<file path="config.mk">
export PLATFORM = sky130hd
export DESIGN_NAME = imem_loader
export DESIGN_NICKNAME = d
export VERILOG_FILES = /design/src/rtl/imem_loader.sv
export SDC_FILE = /design/constraint.sdc
export NUM_CORES = 1
export LEC_CHECK = 0
export CAP_MARGIN = 10
export CORE_AREA = 2 2 84 118
export CTS_CLUSTER_SIZE = 8
export DETAILED_ROUTE_END_ITERATION = 7
export DIE_AREA = 0 0 86 120
export PLACE_DENSITY = 0.79
export SYNTH_ARGS = -nofsm -noshare
export SYNTH_HDL_FRONTEND = slang
export SYNTH_SLANG_ARGS = --single-unit
</file>
<file path="constraint.sdc">
create_clock -name clk -period 2.7 [get_ports clk]
set_clock_uncertainty 0.2 [all_clocks]
set_input_delay 0.54 -clock clk [delete_from_list [all_inputs] [get_ports clk]]
set_output_delay 0.54 -clock clk [all_outputs]
set_load 0.01 [all_outputs]
</file>
<file path="src/rtl/imem_loader.sv">
// -----------------------------------------------------------------------------
// imem_loader
//
// Write-side companion to the instruction memory. A byte stream arriving on a
// valid/ready interface is assembled into little-endian 32-bit words and
// written into the instruction RAM at consecutive word indices, starting at
// BASE_WORD and wrapping modulo 2**AW. While a load is in progress busy is
// high and the CPU must be held in reset.
//
// Stream format: LEN_LO, LEN_HI (16-bit word count N), then 4*N data bytes.
// Byte 0 of each word lands in wdata[7:0], byte 3 in wdata[31:24].
//
// Optional build macro: IMEM_LOADER_CHECKSUM_EN
//   When defined, one extra byte follows the data. It must equal the XOR of
//   all 4*N data bytes; a match ends in done, a mismatch in err. The words
//   are written in either case.
//
// Parameters:
//   AW         word-address width, memory depth is 2**AW words
//   BASE_WORD  word index of the first loaded instruction
//
// Ports:
//   clk           system clock, rising edge
//   rst_n         asynchronous active-low reset
//   start         single-cycle pulse, begins a load when idle
//   in_valid      byte-stream valid
//   in_data       byte-stream data
//   in_ready      byte accepted when in_valid && in_ready at a rising edge
//   mem_we        instruction RAM write strobe, one cycle per word
//   mem_addr      word index being written
//   mem_wdata     instruction word being written
//   busy          load in progress
//   done          sticky, image loaded successfully
//   err           sticky, bad length or bad checksum
//   words_loaded  number of words written during the current load
// -----------------------------------------------------------------------------
//
// state   | meaning
// --------+------------------------------------------------------------------
// IDLE    | waiting for start, stream not accepted
// LEN_LO  | accepting low byte of word count
// LEN_HI  | accepting high byte of word count, range check
// DATA    | accepting data bytes into the assembly register
// WRITE   | one-cycle RAM write of the assembled word
// CHK     | accepting the checksum byte (checksum build only)
// FIN     | load complete, done raised, returns to IDLE
// ERR     | load rejected, err raised, returns to IDLE

module imem_loader #(
  parameter int AW        = 10,
  parameter int BASE_WORD = 0
) (
  input  logic          clk,
  input  logic          rst_n,
  input  logic          start,
  input  logic          in_valid,
  input  logic [7:0]    in_data,
  output logic          in_ready,
  output logic          mem_we,
  output logic [AW-1:0] mem_addr,
  output logic [31:0]   mem_wdata,
  output logic          busy,
  output logic          done,
  output logic          err,
  output logic [AW:0]   words_loaded
);

  typedef enum logic [2:0] {
    S_IDLE,
    S_LEN_LO,
    S_LEN_HI,
    S_DATA,
    S_WRITE,
    S_CHK,
    S_FIN,
    S_ERR
  } state_t;

  localparam int            DEPTH     = 1 << AW;
  // Truncation to AW bits makes any BASE_WORD behave modulo the depth.
  localparam logic [AW-1:0] BASE_ADDR = AW'(BASE_WORD);

  state_t        state;
  logic [7:0]    len_lo;
  logic [15:0]   len;
  logic [1:0]    byte_cnt;
  // Only three bytes need storing; the fourth comes straight from in_data.
  logic [23:0]   asm_word;
`ifdef IMEM_LOADER_CHECKSUM_EN
  logic [7:0]    csum;
`endif

  logic          accept;
  logic [15:0]   len_rx;
  logic          len_bad;
  logic          last_word;
  logic [AW-1:0] wr_addr;

  always_comb begin
    accept    = in_valid && in_ready;
    len_rx    = {in_data, len_lo};
    len_bad   = (len_rx == 16'd0) || (32'(len_rx) > DEPTH);
    last_word = ((17'(words_loaded) + 17'd1) == {1'b0, len});
    wr_addr   = BASE_ADDR + words_loaded[AW-1:0];
  end

  always_ff @(posedge clk or negedge rst_n) begin
    if (!rst_n) begin
      state        <= S_IDLE;
      in_ready     <= 1'b0;
      mem_we       <= 1'b0;
      mem_addr     <= '0;
      mem_wdata    <= '0;
      busy         <= 1'b0;
      done         <= 1'b0;
      err          <= 1'b0;
      words_loaded <= '0;
      len_lo       <= '0;
      len          <= '0;
      byte_cnt     <= '0;
      asm_word     <= '0;
`ifdef IMEM_LOADER_CHECKSUM_EN
      csum         <= '0;
`endif
    end else begin
      mem_we <= 1'b0;
      case (state)
        S_IDLE: begin
          if (start) begin
            state        <= S_LEN_LO;
            in_ready     <= 1'b1;
            busy         <= 1'b1;
            done         <= 1'b0;
            err          <= 1'b0;
            words_loaded <= '0;
            byte_cnt     <= '0;
`ifdef IMEM_LOADER_CHECKSUM_EN
            csum         <= '0;
`endif
          end
        end

        S_LEN_LO: begin
          if (accept) begin
            len_lo <= in_data;
            state  <= S_LEN_HI;
          end
        end

        S_LEN_HI: begin
          if (accept) begin
            len      <= len_rx;
            byte_cnt <= '0;
            if (len_bad) begin
              state    <= S_ERR;
              in_ready <= 1'b0;
              err      <= 1'b1;
              busy     <= 1'b0;
            end else begin
              state <= S_DATA;
            end
          end
        end

        S_DATA: begin
          if (accept) begin
`ifdef IMEM_LOADER_CHECKSUM_EN
            csum <= csum ^ in_data;
`endif
            if (byte_cnt == 2'd3) begin
              // Write strobe is registered here so it appears in the cycle
              // right after the fourth byte is taken.
              state     <= S_WRITE;
              in_ready  <= 1'b0;
              mem_we    <= 1'b1;
              mem_addr  <= wr_addr;
              mem_wdata <= {in_data, asm_word};
              byte_cnt  <= '0;
            end else begin
              asm_word <= {in_data, asm_word[23:8]};
              byte_cnt <= byte_cnt + 2'd1;
            end
          end
        end

        S_WRITE: begin
          words_loaded <= words_loaded + (AW+1)'(1);
          if (last_word) begin
`ifdef IMEM_LOADER_CHECKSUM_EN
            state    <= S_CHK;
            in_ready <= 1'b1;
`else
            state <= S_FIN;
            done  <= 1'b1;
            busy  <= 1'b0;
`endif
          end else begin
            state    <= S_DATA;
            in_ready <= 1'b1;
          end
        end

`ifdef IMEM_LOADER_CHECKSUM_EN
        S_CHK: begin
          if (accept) begin
            in_ready <= 1'b0;
            busy     <= 1'b0;
            if (in_data == csum) begin
              state <= S_FIN;
              done  <= 1'b1;
            end else begin
              state <= S_ERR;
              err   <= 1'b1;
            end
          end
        end
`endif

        // FIN and ERR last one cycle so a start arriving as the load
        // finishes is not mistaken for a new request.
        S_FIN:   state <= S_IDLE;
        S_ERR:   state <= S_IDLE;
        default: state <= S_IDLE;
      endcase
    end
  end

endmodule
</file>
==> run metrics <==
commonest non-fill, non-tap cell in the layout=dfrtp_1; Die Height=~120 um; routability cong.=slightly below 0.9; clk slew on worst S/H paths=0.07 ns; area share of fa/ha/maj cells after synthesis=0.00509; clock buffer depth=2; Final setup viols=0; most area-consuming cells after synthesis=dfrtp_1 (57%), mux2_2 (21%), o21ai_0 (2.5%), nand2_1 (1.5%), xnor2_1 (1.4%); CP Capture Type=register; initial core utilization=0.528; Post CTS Setup Buffer Count=0; CTS Buf Count=9; ys flop type=dfrtp_1; xor-xnor portion of the synthesized cell area=0.0267; Crit path required time=~2.7 ns; final net count=470; row count=42; post-synthesis cell type count=between 50 and 60; vias per cell=5.69; die extent in x=between 80 and 90 um; startpoint types=register; largest net degree at the start of global routing=50; core box area=9300 um2; area leader, netlist=dfrtp_1; Ant. Diodes=0; vias in the first global route=approximately 3400; Final Hold Viols=0; Die ar.=between 10000 and 15000 um2; RSZ-0062 raised after global routing=no; Buf+Inv Stages, Crit Path=0; Mapped Nets=381; vias=roughly 3200; WP data arrival=2.38 ns; Avg Cell Area, Syn=between 10 and 15 um2; EDFF count, synth=0; clock latency on the worst-skew pair=0.34 ns; Pre-Repair DR Iteration Count=4; YS warnings=0; antenna violations before repair=0; most frequent cells in the layout=dfrtp_1 (111), mux2_2 (90), clkdlybuf4s50_1 (68); GR Overflow Total=0; final std cells w/o fill=between 500 and 600; Min-Delay Path Class=reg -> reg; post-synthesis simple-gate area fraction=0.0922; R2R Path Start=words_loaded[1]; Tmin final=around 2.4 ns; compound-gate portion of the synthesized area=0.0771; Slowest Stage Delay on Critical Path=roughly 0.44 ns; Iter 0 DRT Violations=between 150 and 200; mux cell area share after synthesis=0.208; final setup TNS=0 ns; Reg2Reg Setup Slack=0.33 ns; worst-path fanout max=6; I/O Buffers=around 70; Max transition margin=0.679; post-detail-place hpwl=approximately 7 mm; layout cells sized above 1=0.321; FMAX=between 400 and 500 MHz; actual slew at the worst max-slew pin=0.481 ns; post-route DRC violation count=0; drt wl/cell=between 15 and 20 um; Largest delay share family, worst path=compound AO/OA/AOI/OAI gates; largest family of logic cells by synthesized area=multiplexers; CTS H-tree lvls=3; peak supply drop=~0.00041 V; Setup CP Type=reg -> reg; post-synthesis sequential area ratio=0.565; Root Driver=clkbuf_16; Yosys reg bits=111; GRT Overall Usage=0.206; CTS Sinks=111; FFs w/ async S/R, synth=1.00; CP Launch Point=words_loaded[1]; Inst Count DP=between 500 and 600; CTS tree=yes; CP Cell Sequence=ha_1 -> nand3_1 -> nor3_2 -> xnor2_1 -> o2111ai_2 -> a2111oi_2 -> o22ai_1; slowest CP cell=dfrtp_1; IO Pins=70; status=finished, final reports clean; post-route ant nets=0; Gate Count Post-Synth=~370; P_leak=around 0.0029 uW; overall power=~3000 uW; Mapped Area=between 4000 and 5000 um2; fin crit share=0.878; Final Max Tran Viols=0; Pwr Density=between 400 and 500 nW/um2; hold_sp=asm_word[7]; Yosys top cell area share=0.565; area grow syn2layout=25.0%; first-pass GRT wire length=roughly 17 mm; max cap viols=0; final WL=between 9 and 10 mm
kinds of logic after synthesis:
| logic type | after synthesis |
|---|---|
| simple gates | 73 |
| flops | 111 |
| xor+xnor | 15 |
| compound gates | 55 |
| buf+inv | 20 |
| mux | 91 |
| fa+ha+maj | 2 |
synth_stat cells, types with 2 or more instances:
cell type	number
a32oi_1	2
dfrtp_1	111
nor2_8	2
nand2b_1	2
nand3_1	5
a21o_1	2
nand2_1	19
nor2_1	16
xnor2_1	8
nor4_1	3
xor2_1	7
mux2_2	90
clkbuf_1	6
inv_1	2
buf_6	3
ha_1	2
and3_1	2
buf_4	7
o41ai_1	2
o21ai_0	25
nor3_1	5
nor2b_1	3
or4_1	2
o31ai_1	5
nor3_2	3
or3_1	2
a21oi_1	4
per-layer routing:
layer	GRT usage	wire [um]
met5	0	0
met4	0.0685	189
met3	0.0468	428
met2	0.344	5110
met1	0.262	4130
metrics by stage:
stage / hold slack (ns) / setup slack, ns / utilization / instance area (um2)
6_report: 0.305 / 0.328 / 0.660 / 6140
4_1_cts: 0.305 / 0.342 / 0.660 / 6140
3_5_place_dp: 0.289 / 0.100 / 0.629 / 5850
5_1_grt: 0.324 / 0.0982 / 0.660 / 6140
3_3_place_gp: 0.284 / 0.122 / 0.629 / 5850
2_1_floorplan: 0.0444 / 0.419 / - / 4910
area by class of cell:
type                            instances  area (um2)
Clock buffer                           10         229
Clock inverter                          6        51.3
Fill cell                             651        3160
Inverter                                3        11.3
Multi-Input combinational cell        236        2010
Sequential cell                       111        2780
Tap cell                              110         138
Timing Repair Buffer                   95         923
registers in the layout, indices dropped and copies added, names as in the netlist:
| register | count |
|---|---|
| asm_word | 24 |
| busy | 1 |
| byte_cnt | 2 |
| done | 1 |
| err | 1 |
| in_ready | 1 |
| len | 16 |
| len_lo | 8 |
| mem_addr | 10 |
| mem_wdata | 32 |
| mem_we | 1 |
| state | 3 |
| words_loaded | 11 |
worst paths after layout:
check / end / cells past startpoint
max in group asynchronous: done / 3
worst max register to register: state[0] / 7
worst min register to register: asm_word[7] / 1
min in group asynchronous: mem_addr[8] / 2
worst max-delay path: state[0] / 7
worst min-delay path: asm_word[7] / 1
report_power, final:
| part | internal, uW | switching, uW | leakage (uW) |
|---|---|---|---|
| clock | 642 | 610 | 0.000139 |
| sequential | 1660 | 0 | 0.00148 |
| combinational | 28.8 | 48.6 | 0.00126 |
repair_timing:
action | CTS | global route
resized for setup | 0 | 0
hold buffers | 1 | 0
hold endpoints to repair | 36 | 0
Note: power is estimated with default switching activity, not from simulation.
